[config.mk]
export PLATFORM = sky130hd
export DESIGN_NAME = generate_subkeys_flat
export DESIGN_NICKNAME = d
export VERILOG_FILES = /design/src/rtl/des_pkg.sv /design/src/rtl/generate_subkeys_if.sv /design/src/rtl/des_pc2_round.sv /design/src/rtl/generate_subkeys.sv /design/src/flat_wrapper.sv
export SDC_FILE = /design/constraint.sdc
export NUM_CORES = 1
export LEC_CHECK = 0
export ABC_AREA = 1
export CAP_MARGIN = 20
export CORE_AREA = 4 4 325 327
export DETAILED_ROUTE_END_ITERATION = 16
export DIE_AREA = 0 0 329 331
export HOLD_SLACK_MARGIN = 0.12
export SLEW_MARGIN = 20
export SYNTH_ARGS = -nofsm -noshare
export SYNTH_HDL_FRONTEND = slang
export SYNTH_HIERARCHICAL = 1
export SYNTH_SLANG_ARGS = --single-unit
[constraint.sdc]
create_clock -name clk -period 0.8 [get_ports clk]
set_clock_uncertainty 0.15 [all_clocks]
set_input_delay 0.12 -clock clk [delete_from_list [all_inputs] [get_ports clk]]
set_output_delay 0.12 -clock clk [all_outputs]
set_load 0.005 [all_outputs]
[src/rtl/des_pkg.sv]
// ============================================================================
// des_pkg : DES key-schedule tables, types and rotation helper.
// Revision: 1.0
// ============================================================================
`default_nettype none

package des_pkg;

   typedef logic [27:0] half_key_t;
   typedef logic [47:0] subkey_t;

   localparam int unsigned C_NUM_ROUNDS = 16;

   // FIPS 46-3 tables, 1-based, MSB-first DES bit numbering.
   localparam int unsigned C_PC1 [56] = '{
      57, 49, 41, 33, 25, 17,  9,
       1, 58, 50, 42, 34, 26, 18,
      10,  2, 59, 51, 43, 35, 27,
      19, 11,  3, 60, 52, 44, 36,
      63, 55, 47, 39, 31, 23, 15,
       7, 62, 54, 46, 38, 30, 22,
      14,  6, 61, 53, 45, 37, 29,
      21, 13,  5, 28, 20, 12,  4
   };

   localparam int unsigned C_PC2 [48] = '{
      14, 17, 11, 24,  1,  5,
       3, 28, 15,  6, 21, 10,
      23, 19, 12,  4, 26,  8,
      16,  7, 27, 20, 13,  2,
      41, 52, 31, 37, 47, 55,
      30, 40, 51, 45, 33, 48,
      44, 49, 39, 56, 34, 53,
      46, 42, 50, 36, 29, 32
   };

   // Running total of the per-round left-rotation schedule.
   localparam int unsigned C_SHIFT_CUM [16] = '{
      1, 2, 4, 6, 8, 10, 12, 14, 15, 17, 19, 21, 23, 25, 27, 28
   };

   function automatic half_key_t rotl28(input half_key_t h, input int unsigned n);
      return (h << n) | (h >> (28 - n));
   endfunction

endpackage

`default_nettype wire

[src/rtl/generate_subkeys_if.sv]
// ============================================================================
// generate_subkeys_if : cipher key in, sixteen round subkeys out.
// Revision: 1.0
// ============================================================================
`default_nettype none

interface generate_subkeys_if;
   import des_pkg::*;

   logic [63:0] key;
   subkey_t     sub_key1;
   subkey_t     sub_key2;
   subkey_t     sub_key3;
   subkey_t     sub_key4;
   subkey_t     sub_key5;
   subkey_t     sub_key6;
   subkey_t     sub_key7;
   subkey_t     sub_key8;
   subkey_t     sub_key9;
   subkey_t     sub_key10;
   subkey_t     sub_key11;
   subkey_t     sub_key12;
   subkey_t     sub_key13;
   subkey_t     sub_key14;
   subkey_t     sub_key15;
   subkey_t     sub_key16;

   modport master (
      output key,
      input  sub_key1,  sub_key2,  sub_key3,  sub_key4,
      input  sub_key5,  sub_key6,  sub_key7,  sub_key8,
      input  sub_key9,  sub_key10, sub_key11, sub_key12,
      input  sub_key13, sub_key14, sub_key15, sub_key16
   );

   modport slave (
      input  key,
      output sub_key1,  sub_key2,  sub_key3,  sub_key4,
      output sub_key5,  sub_key6,  sub_key7,  sub_key8,
      output sub_key9,  sub_key10, sub_key11, sub_key12,
      output sub_key13, sub_key14, sub_key15, sub_key16
   );

endinterface

`default_nettype wire

[src/rtl/des_pc2_round.sv]
// ============================================================================
// des_pc2_round : rotate C0/D0 by a fixed cumulative amount, then apply PC-2.
// Revision: 1.0
// ============================================================================
`default_nettype none

module des_pc2_round
   import des_pkg::*;
#(
   parameter int unsigned SHIFT = 1
) (
   input  wire half_key_t i_c0,
   input  wire half_key_t i_d0,
   output subkey_t        o_sub_key
);

   half_key_t   w_c;
   half_key_t   w_d;
   logic [55:0] w_cd;

   assign w_c  = rotl28(i_c0, SHIFT);
   assign w_d  = rotl28(i_d0, SHIFT);
   assign w_cd = {w_c, w_d};

   for (genvar i = 0; i < 48; i++) begin : g_pc2
      assign o_sub_key[47-i] = w_cd[56-C_PC2[i]];
   end

endmodule

`default_nettype wire

[src/rtl/generate_subkeys.sv]
// ============================================================================
// generate_subkeys : DES key schedule, all sixteen subkeys registered in parallel.
// Revision: 1.0
// ============================================================================
`default_nettype none

module generate_subkeys
   import des_pkg::*;
(
   input  wire               clk,
   input  wire               rst_n,
   generate_subkeys_if.slave bus
);

   logic [55:0] w_cd0;
   half_key_t   w_c0;
   half_key_t   w_d0;
   logic        w_unused_parity;

   for (genvar i = 0; i < 56; i++) begin : g_pc1
      assign w_cd0[55-i] = bus.key[64-C_PC1[i]];
   end

   assign w_c0 = w_cd0[55:28];
   assign w_d0 = w_cd0[27:0];

   // DES bits 8,16,...,64 never reach the schedule.
   assign w_unused_parity = ^{bus.key[56], bus.key[48], bus.key[40], bus.key[32],
                              bus.key[24], bus.key[16], bus.key[8],  bus.key[0]};

   for (genvar r = 0; r < C_NUM_ROUNDS; r++) begin : g_round
      subkey_t w_sub_key;
      subkey_t r_sub_key;

      des_pc2_round #(
         .SHIFT (C_SHIFT_CUM[r])
      ) u_pc2 (
         .i_c0      (w_c0),
         .i_d0      (w_d0),
         .o_sub_key (w_sub_key)
      );

      always_ff @(posedge clk or negedge rst_n) begin
         if (!rst_n) begin
            r_sub_key <= '0;
         end else begin
            r_sub_key <= w_sub_key;
         end
      end
   end

   assign bus.sub_key1  = g_round[0].r_sub_key;
   assign bus.sub_key2  = g_round[1].r_sub_key;
   assign bus.sub_key3  = g_round[2].r_sub_key;
   assign bus.sub_key4  = g_round[3].r_sub_key;
   assign bus.sub_key5  = g_round[4].r_sub_key;
   assign bus.sub_key6  = g_round[5].r_sub_key;
   assign bus.sub_key7  = g_round[6].r_sub_key;
   assign bus.sub_key8  = g_round[7].r_sub_key;
   assign bus.sub_key9  = g_round[8].r_sub_key;
   assign bus.sub_key10 = g_round[9].r_sub_key;
   assign bus.sub_key11 = g_round[10].r_sub_key;
   assign bus.sub_key12 = g_round[11].r_sub_key;
   assign bus.sub_key13 = g_round[12].r_sub_key;
   assign bus.sub_key14 = g_round[13].r_sub_key;
   assign bus.sub_key15 = g_round[14].r_sub_key;
   assign bus.sub_key16 = g_round[15].r_sub_key;

endmodule

`default_nettype wire

[src/flat_wrapper.sv]
// flat-port wrapper written by rule: the top's interface ports become plain ports
module generate_subkeys_flat import des_pkg::*;
  (clk, rst_n, bus_key, bus_sub_key1, bus_sub_key2, bus_sub_key3, bus_sub_key4, bus_sub_key5, bus_sub_key6, bus_sub_key7, bus_sub_key8, bus_sub_key9, bus_sub_key10, bus_sub_key11, bus_sub_key12, bus_sub_key13, bus_sub_key14, bus_sub_key15, bus_sub_key16);
  generate_subkeys_if bus_i ();
  input  wire clk;
  input  wire rst_n;
  input wire logic [$bits(bus_i.key)-1:0] bus_key;
  output wire logic [$bits(bus_i.sub_key1)-1:0] bus_sub_key1;
  output wire logic [$bits(bus_i.sub_key2)-1:0] bus_sub_key2;
  output wire logic [$bits(bus_i.sub_key3)-1:0] bus_sub_key3;
  output wire logic [$bits(bus_i.sub_key4)-1:0] bus_sub_key4;
  output wire logic [$bits(bus_i.sub_key5)-1:0] bus_sub_key5;
  output wire logic [$bits(bus_i.sub_key6)-1:0] bus_sub_key6;
  output wire logic [$bits(bus_i.sub_key7)-1:0] bus_sub_key7;
  output wire logic [$bits(bus_i.sub_key8)-1:0] bus_sub_key8;
  output wire logic [$bits(bus_i.sub_key9)-1:0] bus_sub_key9;
  output wire logic [$bits(bus_i.sub_key10)-1:0] bus_sub_key10;
  output wire logic [$bits(bus_i.sub_key11)-1:0] bus_sub_key11;
  output wire logic [$bits(bus_i.sub_key12)-1:0] bus_sub_key12;
  output wire logic [$bits(bus_i.sub_key13)-1:0] bus_sub_key13;
  output wire logic [$bits(bus_i.sub_key14)-1:0] bus_sub_key14;
  output wire logic [$bits(bus_i.sub_key15)-1:0] bus_sub_key15;
  output wire logic [$bits(bus_i.sub_key16)-1:0] bus_sub_key16;
  assign bus_i.key = bus_key;
  assign bus_sub_key1 = bus_i.sub_key1;
  assign bus_sub_key2 = bus_i.sub_key2;
  assign bus_sub_key3 = bus_i.sub_key3;
  assign bus_sub_key4 = bus_i.sub_key4;
  assign bus_sub_key5 = bus_i.sub_key5;
  assign bus_sub_key6 = bus_i.sub_key6;
  assign bus_sub_key7 = bus_i.sub_key7;
  assign bus_sub_key8 = bus_i.sub_key8;
  assign bus_sub_key9 = bus_i.sub_key9;
  assign bus_sub_key10 = bus_i.sub_key10;
  assign bus_sub_key11 = bus_i.sub_key11;
  assign bus_sub_key12 = bus_i.sub_key12;
  assign bus_sub_key13 = bus_i.sub_key13;
  assign bus_sub_key14 = bus_i.sub_key14;
  assign bus_sub_key15 = bus_i.sub_key15;
  assign bus_sub_key16 = bus_i.sub_key16;
  generate_subkeys u_core (.clk(clk), .rst_n(rst_n), .bus(bus_i));
endmodule
==> reports/results.md, run 1 <==
| Step | Metric | Value |
|:---|:---|:---|
| layout | Post-layout utilization of the core | 28.7% |
| route | Via count | 10500 |
| die | Effective utilization at floorplan | 24.3% |
| synthesis | Synth Area in Compound Gates | 0% |
| setup path | Kind of critical path | reg2out |
| pwr | Peak supply drop | 1.85 mV |
| pwr | Leakage | 14.3 nW |
| clocking | Max clock buf depth | 3 |
| route | Number of iterations in the first detailed-routing pass | 4 |
| global route | Grt total ovfl | 0 |
| pwr | Power per unit of standard cell area | 2790 nW/um^2 |
| layout | Leading cell type in the layout, fill and taps excluded | dfrtp_1 |
| clocking | Clock transition at path regs | 0.06 ns |
| outcome | Violated checks | negative hold slack, negative setup slack |
| synthesis | Main combinational cell family by area after synthesis | buffers and inverters |
| route | Remaining antenna violation count after routing | 0 |
| layout | Fraction of layout cells with a size suffix above 1 | 54.0% |
| die | Core footprint | 103000 um^2 |
| placed design | Post-place setup slack | -0.362 ns |
| pwr | Proportion of power drawn by combinational gates | 6.2% |
| placed design | HPWL after detailed placement | 39400 um |
| global route | GRT Util Overall | 9.40% |
| global route | Initial antenna violation count | 7 |
| die | Top Ports | 834 |
| synthesis | Post-synthesis adder-cell area fraction | 0% |
| synthesis | Ranking of synthesized cells by area | dfrtp_1 (77%), buf_4 (23%) |
| layout | Count of nets after finishing | 1853 |
| placed design | Placed instance area | 30300 um^2 |
| layout | Count of multi-input gates | 0 |
| setup path | Kind of end point of the critical path | primary output |
| synthesis | Yosys synthesis warning count | 6 |
| run | Number of violations of the max-capacitance limit | 0 |
| synthesis | Count of state elements after synthesis | 768 |
| pwr | Relative contribution of the clock network to total power | 43.7% |
| route | Routed Wire Length | 54300 um |
| synthesis | Multiplexer share of the synthesized area | 0% |
| synthesis | Mean cell area of the mapped netlist | 16.3 um^2 |
| timing | Max Clk Rate | 0.706 GHz |
| global route | Wire length of the first global-routing pass | 77200 um |
| timing | Final count of hold timing violations | 853 |
| pwr | Register share of total power | 50.1% |
| die | Chip Width | 329 um |
| synthesis | Yosys cell types | 2 |
| layout | Synth-to-Final Area Change | 18.2% |
| timing | Unrepaired setup endpoints after global routing | true |
| synthesis | Portion of synthesized cell area occupied by the leading cell type | 76.9% |
| die | Die height | 331 um |
| timing | Number of pins exceeding their max-slew limit in the final report | 0 |
| clocking | CTS tree | done |
| setup path | Ordered list of cells on the worst path | buf_2 |
| global route | Pin count of the biggest net entering global routing | 84 |
| die | Num rows | 118 |
| pwr | Switching power total | 17.9 mW |
| layout | Commonest cells after routing, fill and taps aside | dfrtp_1 (768), buf_2 (717), clkbuf_16 (81) |
| layout | Area used by multi-input combinational logic | 0 um^2 |
| clocking | Clock sink count | 768 |
| synthesis | Proportion of synthesized chip area in sequential cells | 76.9% |
| timing | Worst setup margin | -0.616 ns |
| timing | Fin crit share | 177% |
| setup path | Worst EP arrival | 1.15 ns |
| outcome | Result of the run | complete, but fails checks |
| hold path | Worst hold-check path type | in2async |
| setup path | Count of buffering cells on the critical path with inverters included | 1 |
| clocking | Inserted Clock Buffers | 78 |
| layout | Filler cell count | 10400 |
| global route | Vias in the first global route | 11400 |
| route | Routed len/inst | 16.8 um |
| timing | Hold Slack | -0.615 ns |
| placed design | Port Buffer Count | 825 |
| synthesis | Post-synthesis xor/xnor area fraction | 0% |
| timing | Remaining max-slew budget at the tightest pin | 69.1% |
| setup path | Critical path's top delay family | flip-flops |
| setup path | Slowest-stage cell, CP | dfrtp_1 |
| setup path | Largest driver fanout on the critical path | 1 |
| timing | Clock period minus final worst setup slack | 1.42 ns |
| layout | FF/Latch Area | 19200 um^2 |
| clocking | Depth of the CTS H-tree | 3 |
| layout | Post-route standard cell area excluding fillers | 29500 um^2 |
| setup path | Crit start category | flip-flop |
| synthesis | Net count after synthesis | 1602 |
| synthesis | Mapped Cells | 1536 |
| clocking | Root Buffer | clkbuf_16 |
| synthesis | Simple-gate share of the synthesized area | 0% |
| synthesis | Area leader, netlist | dfrtp_1 |
| timing | Slew at the pin closest to its max-slew limit | 0.463 ns |
| route | Number of vias per cell after detailed routing | 3.24 |
| placed design | Final weighted congestion in routability-driven placement | 0.746 |
| setup path | Endpoint required time on the critical path | 0.53 ns |
| route | Starting DRT DRC Count | 357 |
| route | Detailed-route DRC error count | 0 |
| pwr | Proportion of total power due to net switching | 21.7% |
| setup path | Largest stage delay on the critical path | 0.40 ns |
| synthesis | Post-Synthesis Cell Area | 25000 um^2 |
| die | Die Area | 109000 um^2 |
| timing | Total of endpoints with negative setup slack in the final report | 768 |
| pwr | Internal power of the cells | 64.6 mW |
## per-layer routing
layer | global-route usage [%] | wire length (um) | share of wire (%)
met5 | 0 | 0 | 0
met1 | 9.86 | 18200 | 34
met3 | 3.83 | 5580 | 10
met2 | 16.7 | 28700 | 53
met4 | 3.99 | 1740 | 3.2
## power groups by stage
| stage | clock [mW] | sequential (mW) | combinational (mW) |
|---|---|---|---|
| global route | 39.0 | 41.5 | 5.64 |
| finish | 36.1 | 41.3 | 5.13 |
| detailed placement | 0 | 42.1 | 7.05 |
| global placement | 0 | 42.1 | 6.93 |
| CTS | 37.4 | 41.4 | 5.31 |
| floorplan | 0 | 42.3 | 2.61 |
## cells in the mapped netlist (all sizes together)
cell and count:
dfrtp 768, buf 768
## repair_timing
action                                 4_1_cts  5_1_grt
buffers inserted                             0        0
endpoints found under the hold margin     1536     1505
cloned                                       0        0
setup endpoints to repair                  768      839
resized for setup                         3100       17
hold buffers                                12        6
## through the flow
step,TNS [ns],power [mW],instances
after global routing,-503.57,86.2,3225
after detailed placement,-404.68,49.2,3077
after global placement,-390.98,49.0,3077
final,-435.44,82.6,3227
after CTS,-502.49,84.0,3226
after floorplan,0,44.9,1536
## cell families after synthesis
| kind of cell | Yosys count |
|---|---|
| buffers and inverters | 768 |
| DFF | 768 |
## worst max path at each step
stage | start | end | slack (ns) | cells after the start
after detailed placement | bus_key[52] | u_core/bus.sub_key11[2]$_DFF_PN0_ | -0.36 | 1
after floorplan | u_core/bus.sub_key10[0]$_DFF_PN0_ | bus_sub_key10[0] | 0.18 | 0
after CTS | u_core/bus.sub_key2[11]$_DFF_PN0_ | bus_sub_key2[11] | -0.70 | 1
after global placement | u_core/bus.sub_key8[36]$_DFF_PN0_ | bus_sub_key8[36] | -0.35 | 1
final | u_core/bus.sub_key2[11]$_DFF_PN0_ | bus_sub_key2[11] | -0.62 | 1
after global routing | u_core/bus.sub_key11[27]$_DFF_PN0_ | bus_sub_key11[27] | -0.70 | 1
## cell type report
class                 count  area share [%]
antenna                   3          0.0254
clock buffer            112            7.70
clock inverter           25            1.14
sequential              768            65.1
tap                    1380            5.84
timing repair buffer    939            20.2
Power figures use the tool's default switching activity.
==> inputs of run 2 (changes only) <==
- CELL_PAD_IN_SITES_DETAIL_PLACEMENT: unset -> 1
- CELL_PAD_IN_SITES_GLOBAL_PLACEMENT: unset -> 1
- PLACE_DENSITY_LB_ADDON: unset -> 0.1
==> reports/results.md, run 2 (synthesized netlist as in run 1, its figures left out) <==
| Step | Metric | Value |
|:---|:---|:---|
| global route | Vias in the first global route | 11800 |
| die | Num rows | 118 |
| hold path | Worst hold-check path type | in2reg |
| run | Number of violations of the max-capacitance limit | 0 |
| timing | Fin crit share | 178% |
| route | Detailed-route DRC error count | 0 |
| timing | Clock period minus final worst setup slack | 1.42 ns |
| timing | Max Clk Rate | 0.703 GHz |
| clocking | Max clock buf depth | 3 |
| layout | Count of nets after finishing | 1857 |
| timing | Hold Slack | -0.0423 ns |
| layout | Filler cell count | 10900 |
| outcome | Result of the run | complete, but fails checks |
| clocking | Clock sink count | 768 |
| clocking | Root Buffer | clkbuf_16 |
| layout | Leading cell type in the layout, fill and taps excluded | dfrtp_1 |
| timing | Worst setup margin | -0.622 ns |
| placed design | Placed instance area | 30600 um^2 |
| layout | Area used by multi-input combinational logic | 0 um^2 |
| layout | FF/Latch Area | 19200 um^2 |
| layout | Post-route standard cell area excluding fillers | 31500 um^2 |
| clocking | Setup bufs post-CTS | 0 |
| placed design | HPWL after detailed placement | 50000 um |
| global route | Initial antenna violation count | 3 |
| setup path | Kind of critical path | reg2out |
| setup path | Worst EP arrival | 1.15 ns |
| global route | Pin count of the biggest net entering global routing | 58 |
| setup path | Ordered list of cells on the worst path | buf_2 |
| die | Effective utilization at floorplan | 24.3% |
| setup path | Endpoint required time on the critical path | 0.53 ns |
| clocking | Inserted Clock Buffers | 87 |
| die | Core footprint | 103000 um^2 |
| pwr | Power per unit of standard cell area | 2820 nW/um^2 |
| timing | Unrepaired setup endpoints after global routing | true |
| clocking | CTS tree | done |
| setup path | Largest driver fanout on the critical path | 1 |
| route | Remaining antenna violation count after routing | 0 |
| layout | Synth-to-Final Area Change | 26.0% |
| layout | Count of multi-input gates | 0 |
| timing | Final count of hold timing violations | 488 |
| timing | Total of endpoints with negative setup slack in the final report | 1536 |
| route | Starting DRT DRC Count | 315 |
| global route | Wire length of the first global-routing pass | 93100 um |
| die | Die height | 331 um |
| die | Top Ports | 834 |
| route | Routed Wire Length | 67300 um |
| route | Number of vias per cell after detailed routing | 3.26 |
| route | Via count | 10600 |
| placed design | Final weighted congestion in routability-driven placement | 0.710 |
| placed design | Port Buffer Count | 825 |
| placed design | Cell count after placement | 3080 |
| clocking | Depth of the CTS H-tree | 3 |
| outcome | Violated checks | negative hold slack, negative setup slack |
| die | Chip Width | 329 um |
| timing | Number of pins exceeding their max-slew limit in the final report | 0 |
| setup path | Crit start category | flip-flop |
| timing | Remaining max-slew budget at the tightest pin | 40.1% |
| layout | Fin cells | 3241 |
| pwr | Peak supply drop | 1.72 mV |
| pwr | Final total power | 88.8 mW |
| route | Number of iterations in the first detailed-routing pass | 4 |
| layout | Commonest cells after routing, fill and taps aside | dfrtp_1 (768), buf_2 (498), buf_6 (264) |
| setup path | Kind of end point of the critical path | primary output |
| clocking | Clock transition at path regs | 0.06 ns |
| setup path | Slowest-stage cell, CP | dfrtp_1 |
| global route | GRT Util Overall | 12.0% |
| timing | Slew at the pin closest to its max-slew limit | 0.896 ns |
| layout | Fraction of layout cells with a size suffix above 1 | 54.7% |
| setup path | Critical path's top delay family | flip-flops |
| layout | Post-layout utilization of the core | 30.6% |
| die | Die Area | 109000 um^2 |
| setup path | Count of buffering cells on the critical path with inverters included | 1 |
| route | Routed len/inst | 20.8 um |
| global route | Grt total ovfl | 0 |
| pwr | Leakage | 15.0 nW |
| setup path | Largest stage delay on the critical path | 0.39 ns |
## run 2: cell count changes in the layout (fill, tap and decap cells not counted), moves of 3 or more
cell / delta
buf_2: -219
buf_6: +216
buf_12: +20
buf_4: -20
clkbuf_16: +10
clkinv_2: +8
bufinv_16: +5
dlygate4sd3_1: -5
clkbuf_2: +3
inv_6: +3
## run 2: path summary, 6_finish.rpt
path / start / endpoint / cells past startpoint / slack [ns]
worst max-delay path: u_core/bus.sub_key1[38]$_DFF_PN0_ / bus_sub_key1[38] / 1 / -0.62
worst min-delay path: bus_key[2] / u_core/bus.sub_key5[1]$_DFF_PN0_ / 2 / -0.04
max in group asynchronous: rst_n / u_core/bus.sub_key3[40]$_DFF_PN0_ / 4 / -0.42
min in group asynchronous: rst_n / u_core/bus.sub_key2[17]$_DFF_PN0_ / 3 / 0.11
## run 2: metrics by stage
stage | worst slack, ns | hold WS, ns | setup TNS (ns)
2_1_floorplan | 0.181 | -0.326 | 0
3_3_place_gp | -0.388 | 0.0346 | -395.46
3_5_place_dp | -0.396 | 0.0407 | -398.90
4_1_cts | -0.727 | -0.117 | -872.55
5_1_grt | -0.720 | -0.0894 | -869.79
6_report | -0.622 | -0.0423 | -711.34
## run 2: area by class of cell
type                  instances  share of cell area, %
antenna                       1                0.00795
clock buffer                122                   8.08
clock inverter               36                   1.45
sequential                  768                   61.0
tap                        1380                   5.48
timing repair buffer        934                   23.9
## run 2: timing repair
| item | in CTS | in global routing |
|---|---|---|
| resized for setup | 3255 | 201 |
| endpoints found under the setup margin | 768 | 1536 |
| pin swaps | 0 | 0 |
| hold endpoints to repair | 1536 | 1536 |
| hold buffers | 1 | 2 |
## run 2: metal layers
layer  routed length, um  global-route usage, %  up-vias  part of all wire [%]
li1                    -                      -     4479                     -
met1               20600                   11.2     5419                    31
met2               35600                   21.4      542                    53
met3                8540                   6.69      112                    13
met4                2600                   5.29        0                   3.9
met5                   0                      0        -                     0
## run 2: power by group
part / internal, mW / switching [mW] / total [mW]
sequential: 40.8 / 0.619 / 41.4
combinational: 3.03 / 3.20 / 6.23
clock: 25.4 / 15.8 / 41.2
total: 69.2 / 19.6 / 88.8
==> inputs of run 3 (changes only) <==
- TNS_END_PERCENT: unset -> 5
==> reports/results.md, run 3 (synthesized netlist as in run 1, its figures left out) <==
| Step | Metric | Value |
|:---|:---|:---|
| route | Number of vias per cell after detailed routing | 3.27 |
| placed design | Port Buffer Count | 825 |
| outcome | Violated checks | negative hold slack, negative setup slack |
| pwr | Switching power total | 19.6 mW |
| pwr | Internal power of the cells | 69.0 mW |
| setup path | Critical path destination | bus_sub_key1[38] |
| die | Core footprint | 103000 um^2 |
| clocking | Root Buffer | clkbuf_16 |
| setup path | Kind of critical path | reg2out |
| setup path | Timing startpoint of the critical path | u_core/bus.sub_key1[38]$_DFF_PN0_ |
| pwr | Power per unit of standard cell area | 2850 nW/um^2 |
| timing | Slew at the pin closest to its max-slew limit | 0.853 ns |
| pwr | Proportion of power drawn by combinational gates | 6.8% |
| setup path | Largest stage delay on the critical path | 0.39 ns |
| layout | Area used by multi-input combinational logic | 0 um^2 |
| layout | Fraction of layout cells with a size suffix above 1 | 54.5% |
| setup path | Ordered list of cells on the worst path | buf_2 |
| setup path | Worst EP arrival | 1.15 ns |
| global route | Vias in the first global route | 11800 |
| timing | Total of endpoints with negative setup slack in the final report | 878 |
| timing | Number of pins exceeding their max-slew limit in the final report | 0 |
| global route | Pin count of the biggest net entering global routing | 58 |
| timing | Clock period minus final worst setup slack | 1.42 ns |
| clocking | Depth of the CTS H-tree | 3 |
| outcome | Result of the run | complete, but fails checks |
| setup path | Endpoint required time on the critical path | 0.53 ns |
| layout | Fin cells | 3249 |
| pwr | Relative contribution of the clock network to total power | 46.5% |
| setup path | Total number of cells along the worst setup path | 1 |
| route | Remaining antenna violation count after routing | 0 |
| layout | Leading cell type in the layout, fill and taps excluded | dfrtp_1 |
| placed design | HPWL after detailed placement | 50000 um |
| placed design | Post-place setup slack | -0.396 ns |
| setup path | Critical path's top delay family | flip-flops |
| route | Via count | 10600 |
| die | Die Area | 109000 um^2 |
| global route | GRT Util Overall | 12.0% |
| pwr | Final total power | 88.6 mW |
| layout | Count of multi-input gates | 0 |
| route | Routed len/inst | 20.7 um |
| timing | Hold Slack | -0.529 ns |
| pwr | Peak supply drop | 1.72 mV |
| clocking | Clock transition at path regs | 0.06 ns |
| clocking | Inserted Clock Buffers | 87 |
| setup path | Kind of end point of the critical path | primary output |
| clocking | Clock sink count | 768 |
| setup path | Largest driver fanout on the critical path | 1 |
| layout | Synth-to-Final Area Change | 24.5% |
| placed design | Cell count after placement | 3080 |
| setup path | Count of buffering cells on the critical path with inverters included | 1 |
| pwr | Proportion of total power due to net switching | 22.1% |
| hold path | Worst hold-check path type | in2async |
| timing | Worst setup margin | -0.621 ns |
| die | Effective utilization at floorplan | 24.3% |
| placed design | Final weighted congestion in routability-driven placement | 0.710 |
| timing | Fin crit share | 178% |
| route | Starting DRT DRC Count | 325 |
| clocking | CTS tree | done |
| layout | Commonest cells after routing, fill and taps aside | dfrtp_1 (768), buf_2 (575), buf_6 (188) |
| route | Number of iterations in the first detailed-routing pass | 4 |
| die | Num rows | 118 |
| clocking | Max clock buf depth | 3 |
| layout | Filler cell count | 10900 |
| global route | Grt total ovfl | 0 |
| timing | Max Clk Rate | 0.704 GHz |
| timing | Remaining max-slew budget at the tightest pin | 42.9% |
| pwr | Leakage | 14.9 nW |
| run | Number of violations of the max-capacitance limit | 0 |
| die | Top Ports | 834 |
| pwr | Register share of total power | 46.7% |
| layout | Post-layout utilization of the core | 30.2% |
| layout | Count of nets after finishing | 1866 |
| layout | Number of diodes added for antenna fixing | 0 |
| die | Die height | 331 um |
| route | Routed Wire Length | 67300 um |
| global route | Initial antenna violation count | 3 |
| timing | Final count of hold timing violations | 1070 |
| die | Chip Width | 329 um |
| layout | FF/Latch Area | 19200 um^2 |
| setup path | Crit start category | flip-flop |
| route | Detailed-route DRC error count | 0 |
| setup path | Slowest-stage cell, CP | dfrtp_1 |
| timing | Unrepaired setup endpoints after global routing | true |
| global route | Wire length of the first global-routing pass | 93200 um |
-- run 3: cell types whose count changed in the layout (fill, tap and decap cells not counted) --
cell / previous run / this run
buf_6: 264 / 188
diode_2: 1 / 0
clkbuf_2: 6 / 5
buf_2: 498 / 575
buf_8: 1 / 2
dlygate4sd3_1: 2 / 10
-- run 3: power groups by stage --
stage                     logic [mW]  clock network [mW]  registers, mW
after floorplan                 2.61                   0           42.3
after global placement          7.68                   0           42.0
after detailed placement        7.69                   0           42.1
after CTS                       5.97                42.9           41.3
after global routing            6.63                44.6           41.6
final                           6.04                41.2           41.4
-- run 3: repair_timing --
item / CTS / global route
hold buffers: 1 / 10
endpoints found under the setup margin: 768 / 1536
resized for setup: 3158 / 141
setup buffers: 0 / 0
gates cloned: 0 / 0
endpoints found under the hold margin: 1536 / 1536
-- run 3: layer usage --
| layer | vias up | track usage [%] | wire, um |
|---|---|---|---|
| met5 | - | 0 | 0 |
| met3 | 113 | 6.64 | 8280 |
| li1 | 4496 | - | - |
| met1 | 5461 | 11.2 | 20900 |
| met2 | 543 | 21.5 | 35500 |
| met4 | 0 | 5.03 | 2610 |
-- run 3: stage by stage --
step / setup TNS, ns / instance area (um^2)
2_1_floorplan: 0 / 25000
3_5_place_dp: -398.90 / 30600
6_report: -489.37 / 31100
5_1_grt: -564.17 / 31100
4_1_cts: -872.81 / 30200
3_3_place_gp: -395.46 / 30600
-- run 3: final cells by class --
type | count | share of cell area (%)
clock inverter | 36 | 1.47
clock buffer | 122 | 8.18
timing repair buffer | 943 | 23.0
tap | 1380 | 5.55
sequential | 768 | 61.8
-- run 3: worst min path at each step --
stage | from | end | slack (ns)
floorplan | rst_n | u_core/bus.sub_key10[0]$_DFF_PN0_ | -0.33
global placement | rst_n | u_core/bus.sub_key16[27]$_DFF_PN0_ | 0.03
detailed placement | rst_n | u_core/bus.sub_key7[8]$_DFF_PN0_ | 0.04
CTS | bus_key[2] | u_core/bus.sub_key6[18]$_DFF_PN0_ | -0.12
global route | rst_n | u_core/bus.sub_key12[43]$_DFF_PN0_ | -0.55
finish | rst_n | u_core/bus.sub_key12[43]$_DFF_PN0_ | -0.53
